$ cat src/rtl/cordic_vectoring.sv
// Vectoring-mode CORDIC. It takes a Cartesian vector (x_in, y_in) in Q1.14 and
// returns atan2(y, x) and the gain-compensated magnitude, both in Q2.14.
// It uses a start/done single-shot handshake, and each operation takes
// N_ITER+1 edges after the start edge.
module cordic_vectoring #(
    parameter int WL     = 16,
    parameter int FL     = 14,
    parameter int N_ITER = 15
) (
    input  logic                 clk,
    input  logic                 rst_n,
    input  logic                 start,
    input  logic signed [WL-1:0] x_in,
    input  logic signed [WL-1:0] y_in,
    output logic signed [WL:0]   angle_out,
    output logic signed [WL:0]   mag_out,
    output logic                 done
);

    localparam int DW = WL + 2;          // Q3.14 internal datapath
    localparam int IW = 5;               // holds 0..16
    localparam int PW = 2 * DW;          // scale product width
    localparam logic signed [DW-1:0] Z90    = DW'(25736);
    localparam logic signed [PW-1:0] K_GAIN = PW'(9949);

    typedef enum logic [1:0] {S_IDLE, S_ITER, S_SCALE} state_t;

    state_t               r_state, w_next;
    logic signed [DW-1:0] r_x, r_y, r_z;
    logic [IW-1:0]        r_i;
    logic                 r_zero;
    logic signed [WL:0]   r_angle, r_mag;
    logic                 r_done;

    logic signed [DW-1:0] w_xe, w_ye, w_fx, w_fy, w_fz;
    logic signed [DW-1:0] w_xs, w_ys, w_nx, w_ny, w_nz, w_atan;
    logic signed [PW-1:0] w_xw, w_prod;
    logic                 w_zin, w_last;
    logic                 w_unused_bits;

    // Arctangent table in Q2.14. Entries past index 14 round to zero.
    function automatic logic signed [DW-1:0] atan_lut(input logic [IW-1:0] idx);
        case (idx)
            5'd0:    atan_lut = DW'(12868);
            5'd1:    atan_lut = DW'(7596);
            5'd2:    atan_lut = DW'(4014);
            5'd3:    atan_lut = DW'(2037);
            5'd4:    atan_lut = DW'(1023);
            5'd5:    atan_lut = DW'(512);
            5'd6:    atan_lut = DW'(256);
            5'd7:    atan_lut = DW'(128);
            5'd8:    atan_lut = DW'(64);
            5'd9:    atan_lut = DW'(32);
            5'd10:   atan_lut = DW'(16);
            5'd11:   atan_lut = DW'(8);
            5'd12:   atan_lut = DW'(4);
            5'd13:   atan_lut = DW'(2);
            5'd14:   atan_lut = DW'(1);
            default: atan_lut = '0;
        endcase
    endfunction

    assign w_xe   = {{2{x_in[WL-1]}}, x_in};
    assign w_ye   = {{2{y_in[WL-1]}}, y_in};
    assign w_zin  = (x_in == '0) && (y_in == '0);
    assign w_last = (r_i == IW'(N_ITER - 1));

    // Quadrant fold: rotate left-half-plane vectors by +/-90 degrees into
    // the right half, where CORDIC converges. y=0, x<0 folds to +90, so the
    // result lands at +pi and never at -pi.
    always_comb begin
        w_fx = w_xe;
        w_fy = w_ye;
        w_fz = '0;
        if (w_xe[DW-1]) begin
            if (!w_ye[DW-1]) begin
                w_fx = w_ye;
                w_fy = -w_xe;
                w_fz = Z90;
            end else begin
                w_fx = -w_ye;
                w_fy = w_xe;
                w_fz = -Z90;
            end
        end
    end

    // One micro-rotation that drives y toward zero while z accumulates the angle.
    always_comb begin
        w_xs   = r_x >>> r_i;
        w_ys   = r_y >>> r_i;
        w_atan = atan_lut(r_i);
        if (!r_y[DW-1]) begin
            w_nx = r_x + w_ys;
            w_ny = r_y - w_xs;
            w_nz = r_z + w_atan;
        end else begin
            w_nx = r_x - w_ys;
            w_ny = r_y + w_xs;
            w_nz = r_z - w_atan;
        end
    end

    // Gain compensation. x stays well below 2^17, so the product fits easily.
    assign w_xw   = {{DW{r_x[DW-1]}}, r_x};
    assign w_prod = w_xw * K_GAIN;
    assign w_unused_bits = &{1'b0, w_prod[PW-1:FL+WL+1], w_prod[FL-1:0], r_z[DW-1]};

    // State register
    always_ff @(posedge clk) begin
        if (!rst_n) r_state <= S_IDLE;
        else        r_state <= w_next;
    end

    // Next-state logic
    always_comb begin
        w_next = r_state;
        case (r_state)
            S_IDLE:  if (start) w_next = S_ITER;
            S_ITER:  if (w_last) w_next = S_SCALE;
            S_SCALE: w_next = S_IDLE;
            default: w_next = S_IDLE;
        endcase
    end

    // Datapath: fold on accept, rotate in ITER, scale and publish in SCALE
    always_ff @(posedge clk) begin
        if (!rst_n) begin
            r_x     <= '0;
            r_y     <= '0;
            r_z     <= '0;
            r_i     <= '0;
            r_zero  <= 1'b0;
            r_angle <= '0;
            r_mag   <= '0;
            r_done  <= 1'b0;
        end else begin
            r_done <= 1'b0;
            case (r_state)
                S_IDLE: begin
                    if (start) begin
                        r_x    <= w_fx;
                        r_y    <= w_fy;
                        r_z    <= w_fz;
                        r_i    <= '0;
                        r_zero <= w_zin;
                    end
                end
                S_ITER: begin
                    r_x <= w_nx;
                    r_y <= w_ny;
                    r_z <= w_nz;
                    r_i <= r_i + 1'b1;
                end
                S_SCALE: begin
                    r_angle <= r_zero ? '0 : r_z[WL:0];
                    r_mag   <= r_zero ? '0 : w_prod[FL +: WL+1];
                    r_done  <= 1'b1;
                end
                default: ;
            endcase
        end
    end

    assign angle_out = r_angle;
    assign mag_out   = r_mag;
    assign done      = r_done;

endmodule
$ cat config.mk
export PLATFORM = sky130hd
export DESIGN_NAME = cordic_vectoring
export DESIGN_NICKNAME = d
export VERILOG_FILES = /design/src/rtl/cordic_vectoring.sv
export SDC_FILE = /design/constraint.sdc
export NUM_CORES = 1
export LEC_CHECK = 0
export ABC_CLOCK_PERIOD_IN_PS = 5700
export CORE_MARGIN = 2
export CORE_UTILIZATION = 40
export DETAILED_ROUTE_END_ITERATION = 8
export PLACE_DENSITY = 0.7
export SLEW_MARGIN = 20
export SYNTH_ARGS = -nofsm -noshare
export SYNTH_HDL_FRONTEND = slang
export SYNTH_SLANG_ARGS = --single-unit
$ cat constraint.sdc
create_clock -name clk -period 5.7 [get_ports clk]
set_input_delay 1.14 -clock clk [delete_from_list [all_inputs] [get_ports clk]]
set_output_delay 1.14 -clock clk [all_outputs]
set_load 0.03 [all_outputs]
# Word level (Yosys, flattened, before mapping)
# Memories as Yosys holds them, arrays and structs flattened. A register that Yosys moved wholly into a read port is not among the register bits.
# Cells that the tools add are included.
dict set report totals {
  out_inout_bits 35
  ff_bits 97
  wordCells 61
  mem_bits_ro 224
  n_memories 1
  input_bits 35
}
dict set report classes {
  multipliers 1
  eq_ne 5
  n_mux 26
  shift 2
  n_reduce_logical 8
  n_addsub 9
}
# memory depth word_bits rd rd_ports_with_merged_regs wr line
set mem_list {}
lappend mem_list {{(no name shown)} 16 14 1 1 0 43} ;# case (idx)
# cell count
set ops {}
lappend ops {{18-bit 2-to-1 mux} 13}
lappend ops {{18-bit case mux with 2 select lines} 3}
lappend ops {{18-bit adder} 3}
lappend ops {{18-bit subtractor} 3}
lappend ops {{16-bit negator with 18-bit output} 2}
lappend ops {{18-bit by 5-bit >>> shifter with 18-bit output} 2}
lappend ops {{17-bit 2-to-1 mux} 2}
lappend ops {{16-bit zero test} 2}
lappend ops {{18-bit by 15-bit multiplier with 31-bit output (second input constant)} 1}
lappend ops {{5-bit case mux with 2 select lines} 1}
lappend ops {{4-bit 2-to-1 mux} 2}
lappend ops {{2-bit AND reduction} 3}
lappend ops {{5-bit by 1-bit adder with 5-bit output (second input constant)} 1}
lappend ops {{5-bit by 4-bit == test with 1-bit output (second input constant)} 1}
lappend ops {{5-bit 2-to-1 mux} 1}
lappend ops {{2-bit 2-to-1 mux} 2}
lappend ops {{2-bit != test (second input constant)} 2}
lappend ops {{2-bit case mux with 2 select lines} 1}
lappend ops {{2-bit by 1-bit == test with 1-bit output (second input constant)} 1}
lappend ops {{2-bit == test (second input constant)} 1}
lappend ops {{2-bit zero test} 1}
lappend ops {{2-bit nonzero test} 1}
lappend ops {{1-bit logical AND} 1}
lappend ops {{1-bit 2-to-1 mux} 1}

# Longest topological paths before layout
# Gate-level depths: netlist of the first run.
dict set report logic_depth {
  depth_word 5
  ltp_mapped 25
  ltp_nobuf 21
}

# Worst setup path after synthesis of the first run
# No wires, ideal clock.
dict set report synth_timing {
  kind {reg-to-reg}
  startpoint {register r_x[8]}
  endpoint {register r_mag[16], in the netlist mag_out[16]}
  stages_incl_launch_ff 20
  t_required_ps 5583
  setup_slack_ps -334
  setup_ps 117
  synth_period_minus_slack_ps 6034
  path_buffers 0
  arrival_time_ps 5917
  path_cell_list {dfxtp_1 > ha_1 > inv_1 > fa_1 > inv_1 > fa_1 > fa_1 > fa_1 > inv_1 > fa_1 > inv_1 > ha_1 > or3_1 > a2111oi_0 > nand3_1 > a311oi_1 > o2111ai_1 > o31ai_1 > xnor2_1 > a22o_1}
}
dict set report synth_between {
  elab_chain_cells 2
}
# element line
set synth_lines {}
lappend synth_lines {{from (decl)} 29} ;# logic signed [DW-1:0] r_x, r_y, r_z;
lappend synth_lines {{from (signal assigned)} 142} ;# r_x <= w_fx;
lappend synth_lines {{from (signal assigned)} 150} ;# r_x <= w_nx;
lappend synth_lines {{18-bit by 15-bit multiplier with 31-bit output} 106} ;# assign w_prod = w_xw * K_GAIN;
lappend synth_lines {{17-bit 2-to-1 mux} 157} ;# r_mag <= r_zero ? '0 : w_prod[FL +: WL+1];
lappend synth_lines {{to (signal assigned)} 157}
lappend synth_lines {{to (decl)} 32} ;# logic signed [WL:0] r_angle, r_mag;
# No other way between the ends.
# A chain may end at the register's enable or synchronous reset.

# Worst setup path in the final report of the first run
dict set report layout_timing {
  startpoint {register r_x[8]}
  endpoint {register r_mag[15], in the netlist mag_out[15]}
}
# Same word-level chain as after synthesis.

==> results of run 1 <==
through the flow:
| stage | total power [mW] | hold slack (ps) | setup slack, ps | TNS (ps) |
|---|---|---|---|---|
| floorplan | 7.86 | 456 | 8.89 | 0 |
| finish | 12.0 | 491 | -32.7 | -34.0 |
| global route | 13.4 | 511 | -194 | -558 |
| detailed placement | 10.5 | 466 | -479 | -2130 |
| global placement | 10.2 | 467 | -410 | -1830 |
| CTS | 11.7 | 492 | -85.3 | -131 |
how the worst min path moves through the flow:
stage | startpoint | endpoint | slack (ps)
final | mag_out[11] | mag_out[11] | 490
after global routing | mag_out[9] | mag_out[9] | 510
after CTS | mag_out[9] | mag_out[9] | 490
after detailed placement | mag_out[10] | mag_out[10] | 470
after global placement | mag_out[5] | mag_out[5] | 470
after floorplan | r_z[2] | r_z[2] | 460
layer usage:
layer	global-route usage	up-vias
li1	-	6791
met1	0.323	6828
met2	0.347	460
met3	0.0372	61
met4	0.0696	0
met5	0	-
cell families after synthesis:
family,Yosys count,share of synthesized area
fa+ha+maj,291,0.289
flops,110,0.140
simple gates,480,0.144
compound gates,461,0.192
mux,80,0.0857
xor+xnor,104,0.0577
buf+inv,365,0.0918
final cells by class:
| type | count | area (sq um) | share of cell area |
|---|---|---|---|
| clock buffer | 9 | 225 | 0.0124 |
| clock inverter | 7 | 67.6 | 0.00371 |
| inverter | 269 | 1010 | 0.0554 |
| multi-input combinational | 1416 | 12400 | 0.682 |
| sequential | 110 | 2240 | 0.123 |
| tap | 518 | 648 | 0.0356 |
| timing repair buffer | 187 | 1600 | 0.0876 |
repair_timing:
item,4_1_cts,5_1_grt
resized for setup,38,22
buffers inserted,4,0
endpoints found under the setup margin,8,12
pin swaps,35,16
power by group:
part	switching, mW	internal [mW]	total (mW)
clock network	0.350	0.307	0.657
logic	5.65	4.67	10.3
registers	0.149	0.856	1.01
total	6.15	5.84	12.0
synthesized netlist by cell type, types with 19 or more instances:
master and count:
inv_1 268, o21ai_0 77, fa_1 123, xor2_1 46
nand3_1 30, nand2_1 115, a21oi_1 127, o211ai_1 23
a21o_1 19, mux2i_1 23, a211oi_1 71, nor3_1 37
ha_1 168, dfxtp_1 110, a31oi_1 24, clkbuf_1 68
xnor2_1 58, nor2_1 174, mux4_2 26
critical path, stage by stage, from the launching register on:
cell	delay [ps]
dfxtp_4	370
buf_6	130
ha_4	250
inv_2	40
fa_2	560
fa_1	440
fa_1	510
inv_1	50
fa_1	480
inv_2	40
fa_1	520
inv_1	40
ha_2	270
nand3_4	80
o221ai_4	120
a2111oi_4	420
nand3_2	200
a311oi_4	330
o2111ai_2	200
buf_4	180
a21oi_2	120
xnor2_1	90
a22o_1	190
==> flow_summary.ini, run 1 <==
[job]
cap_violations = 0

[yosys]
synthFlopType = dfxtp_1
yosysTopAreaCellShare = 0.156
synth_enable_flop_cells = 0
synth.area.top_cells = fa_1 16%, dfxtp_1 14%, ha_1 13%
syn-cell-area_sq_mm = 0.0158
yosys_warnings = 0
ys_seq_elements = 110
ys_seq_area_frac = 0.140
syn_avg_cell_area_sq_um = 8.35
syn_inst = 1891
syn-num-nets = 2217
yosysTopAreaCell = fa_1
synth-async-reset-ratio = 0
synth_cell_types = 85

[detailed_routing]
drc_errors = 0
top_layer_used = met4
ant_nets = 0
drt_pass1_iterations = 6
dr_wl_met2_microns = 20200
avgViaCountPerCell = 5.62
wl_met3_microns = 3270
met1Wirelength_microns = 21000
wl_microns = 45600
routedWlPerCell_microns = 18.1
first_iter_violations = 1134
dr_total_vias = 14100

[floorplan]
ios = 70
core_sq_mm = 0.0388
start_util = 0.406
die_area_sq_mm = 0.0411
die_w_microns = 203
fp.dieH_microns = 203
rows = 72

[setup_path]
worst-r2r-cell-count = 22
critPathCapture = mag_out[15]
cp.required_ps = 5990
timing.rr.end = mag_out[15]
worstPathArrival_ps = 6030
rrSetupSlack_ps = -30
end_kind = register
cp_max_fo = 4
critPathLaunchType = register
rr_startpoint = r_x[8]
critical_path_class = register to register
setup.worst_path.start = r_x[8]

[place]
portBuffers = 69
dp.cells = 2496
placedInstanceArea_sq_mm = 0.0176
dpl.hpwl_microns = 36300
gp_congestion = 0.975

[grt]
grt_max_degree = 65
grt_pass1_wl_microns = 74200
grt_pass1_vias = 13900
antenna_found_initial = 0
grt_usage = 0.226
grt-ovfl-total = 0

[cells_and_area]
fillers = 3657
utilization = 0.469
n_antenna_cell = 0
nets = 2319
area_growth_pct = 15.4
mostFrequentLayoutCells = 253 x inv_1, 174 x nor2_1, 154 x ha_1
layout_commonest_cell = inv_1
final_area_sq_mm = 0.0182
fin_cells = 2516
drive_above_1_share = 0.133

[cts]
clkSinkCount = 110
numCtsBuffers = 9
ctsHoldBuffers = 0
clk_latency_ps = 390
clockBufferDepth = 2
cts.reportedPaths.clkPinSlew_ps = 90
cts_root_buf = clkbuf_16
cts_tree = done
h-tree-depth = 3

[sta]
finalSetupViolations = 2
min_period_ps = 5730
rsz0062_at_grt = true
slew_headroom = 0.301
fmax_mhz = 174
hold_viol = 0
post-route-period-util = 1.01
fin_ws_ps = -32.7
fin_skew_ps = 19.3
worstMarginPinSlew_ps = 1050
finalMaxSlewViolations = 0

[min_path]
hold_path_depth = 1
hold_path.class = register to register

[power_and_ir_drop]
leakagePower_nw = 8.21
ir_drop_mv = 1.10
power_density_mw_per_mm2 = 658

[outcome]
outcome = finished, violations left
violations = negative setup slack
(Power assumes the default switching activity.)
==> run 2, diff against run 1 <==
- ABC_CLOCK_PERIOD_IN_PS: 5700 -> 5000
- clock period: 5.7 -> 5 ns (I/O delays scaled with it)
==> flow_summary.ini, run 2 (same netlist as run 1, synthesis figures left out) <==
[sta]
hold-worst-slack_ps = 489
fin_skew_ps = 24.6
finalSetupViolations = 14
hold_viol = 0
fmax_mhz = 180
post-route-period-util = 1.11
rsz0062_at_grt = true
fin_ws_ps = -555
slew_headroom = 0.315
worstMarginPinSlew_ps = 1030
finalMaxSlewViolations = 0
min_period_ps = 5560

[cts]
cts.reportedPaths.clkPinSlew_ps = 80
numCtsBuffers = 9
clk_latency_ps = 390
cts_root_buf = clkbuf_16
cts_tree = done
clkSinkCount = 110
ctsHoldBuffers = 0
clockBufferDepth = 2
h-tree-depth = 3

[grt]
grt_pass1_wl_microns = 74700
grt_max_degree = 63
grt-ovfl-total = 0
antenna_found_initial = 0
grt_pass1_vias = 14400
grt_usage = 0.226

[outcome]
outcome = finished, violations left
violations = negative setup slack

[cells_and_area]
multi_input_area_sq_mm = 0.0127
fillers = 3569
layout_commonest_cell = inv_1
area_growth_pct = 22.8
drive_above_1_share = 0.196
utilization = 0.499
n_antenna_cell = 0
nets = 2427
register_area_sq_mm = 0.00225
mostFrequentLayoutCells = 253 x inv_1, 211 x buf_4, 172 x nor2_1

[floorplan]
core_sq_mm = 0.0388
die_w_microns = 203
rows = 72
die_area_sq_mm = 0.0411
start_util = 0.406
fp.dieH_microns = 203
ios = 70

[detailed_routing]
dr_total_vias = 14700
routedWlPerCell_microns = 17.9
drt_pass1_iterations = 7
wl_microns = 47100
avgViaCountPerCell = 5.60
first_iter_violations = 897
drc_errors = 0
ant_nets = 0

[setup_path]
rr_startpoint = r_x[6]
rrSetupSlack_ps = -560
critPathLaunchType = register
critical_path_class = register to register
setup.worst_path.start = r_x[6]
cp.required_ps = 5280
worstPathArrival_ps = 5830
end_kind = register
cp_max_fo = 6

[place]
dpl.hpwl_microns = 37300
portBuffers = 69
gp_congestion = 0.968

[job]
cap_violations = 0

[min_path]
worstHoldStart = mag_out[5]
hold_path.class = register to register

[power_and_ir_drop]
ir_drop_mv = 1.18
power_density_mw_per_mm2 = 791
leakagePower_nw = 8.81
[run 2: final cells by class]
type / count / share of cell area
clock buffers: 9 / 0.0116
clock inverters: 7 / 0.00426
inverters: 269 / 0.0523
multi-input cells: 1416 / 0.655
flip-flops and latches: 110 / 0.116
well taps: 518 / 0.0334
repair buffers: 295 / 0.127
[run 2: stage by stage]
stage          setup slack (ps)  setup TNS (ps)  instance area (sq um)  power, mW  std cells
6_report                   -555           -5010                  19400       15.3       2624
5_1_grt                    -755           -8460                  19400       17.0       2624
4_1_cts                    -514           -3930                  19100       14.8       2608
3_5_place_dp               -721           -5670                  18500       13.0       2582
3_3_place_gp               -635           -4700                  18500       12.6       2582
2_1_floorplan              -416           -1390                  16100       9.25       1891
[run 2: metal layers]
metal,vias up,part of all wire,GRT usage
met5,-,0,0
met4,0,0.041,0.0991
met3,80,0.047,0.0247
met2,403,0.48,0.375
met1,7205,0.43,0.296
li1,6998,-,-
[run 2: worst paths after layout]
path / to / cells after the start
hold / removal: mag_out[5] / 1
setup / recovery: mag_out[14] / 20
setup reg to reg: mag_out[14] / 20
hold reg to reg: mag_out[5] / 1
[run 2: where the power goes]
group / switching (mW) / leakage [nW] / total, mW / internal, mW
clock: 0.415 / 0.148 / 0.776 / 0.361
sequential: 0.167 / 0.909 / 1.15 / 0.980
combinational: 6.86 / 7.75 / 13.4 / 6.55
total: 7.45 / 8.81 / 15.3 / 7.89
[run 2: what timing repair did]
action | in CTS | in global routing
setup endpoints to repair | 19 | 29
gates resized for setup | 42 | 50
setup buffers | 10 | 19
pin swaps | 31 | 27
[run 2: worst max-delay path, stage by stage (launching register included)]
cell and delay [ps]:
dfxtp_4 380, ha_4 280, inv_2 40, fa_2 560
fa_1 440, inv_2 90, ha_4 200, fa_1 540
inv_1 60, fa_1 530, inv_1 40, ha_1 290
a21oi_2 200, o221ai_4 130, a2111oi_4 420, nand3_2 200
a311oi_4 350, o2111ai_2 180, buf_4 170, xor2_1 130
a22o_1 190
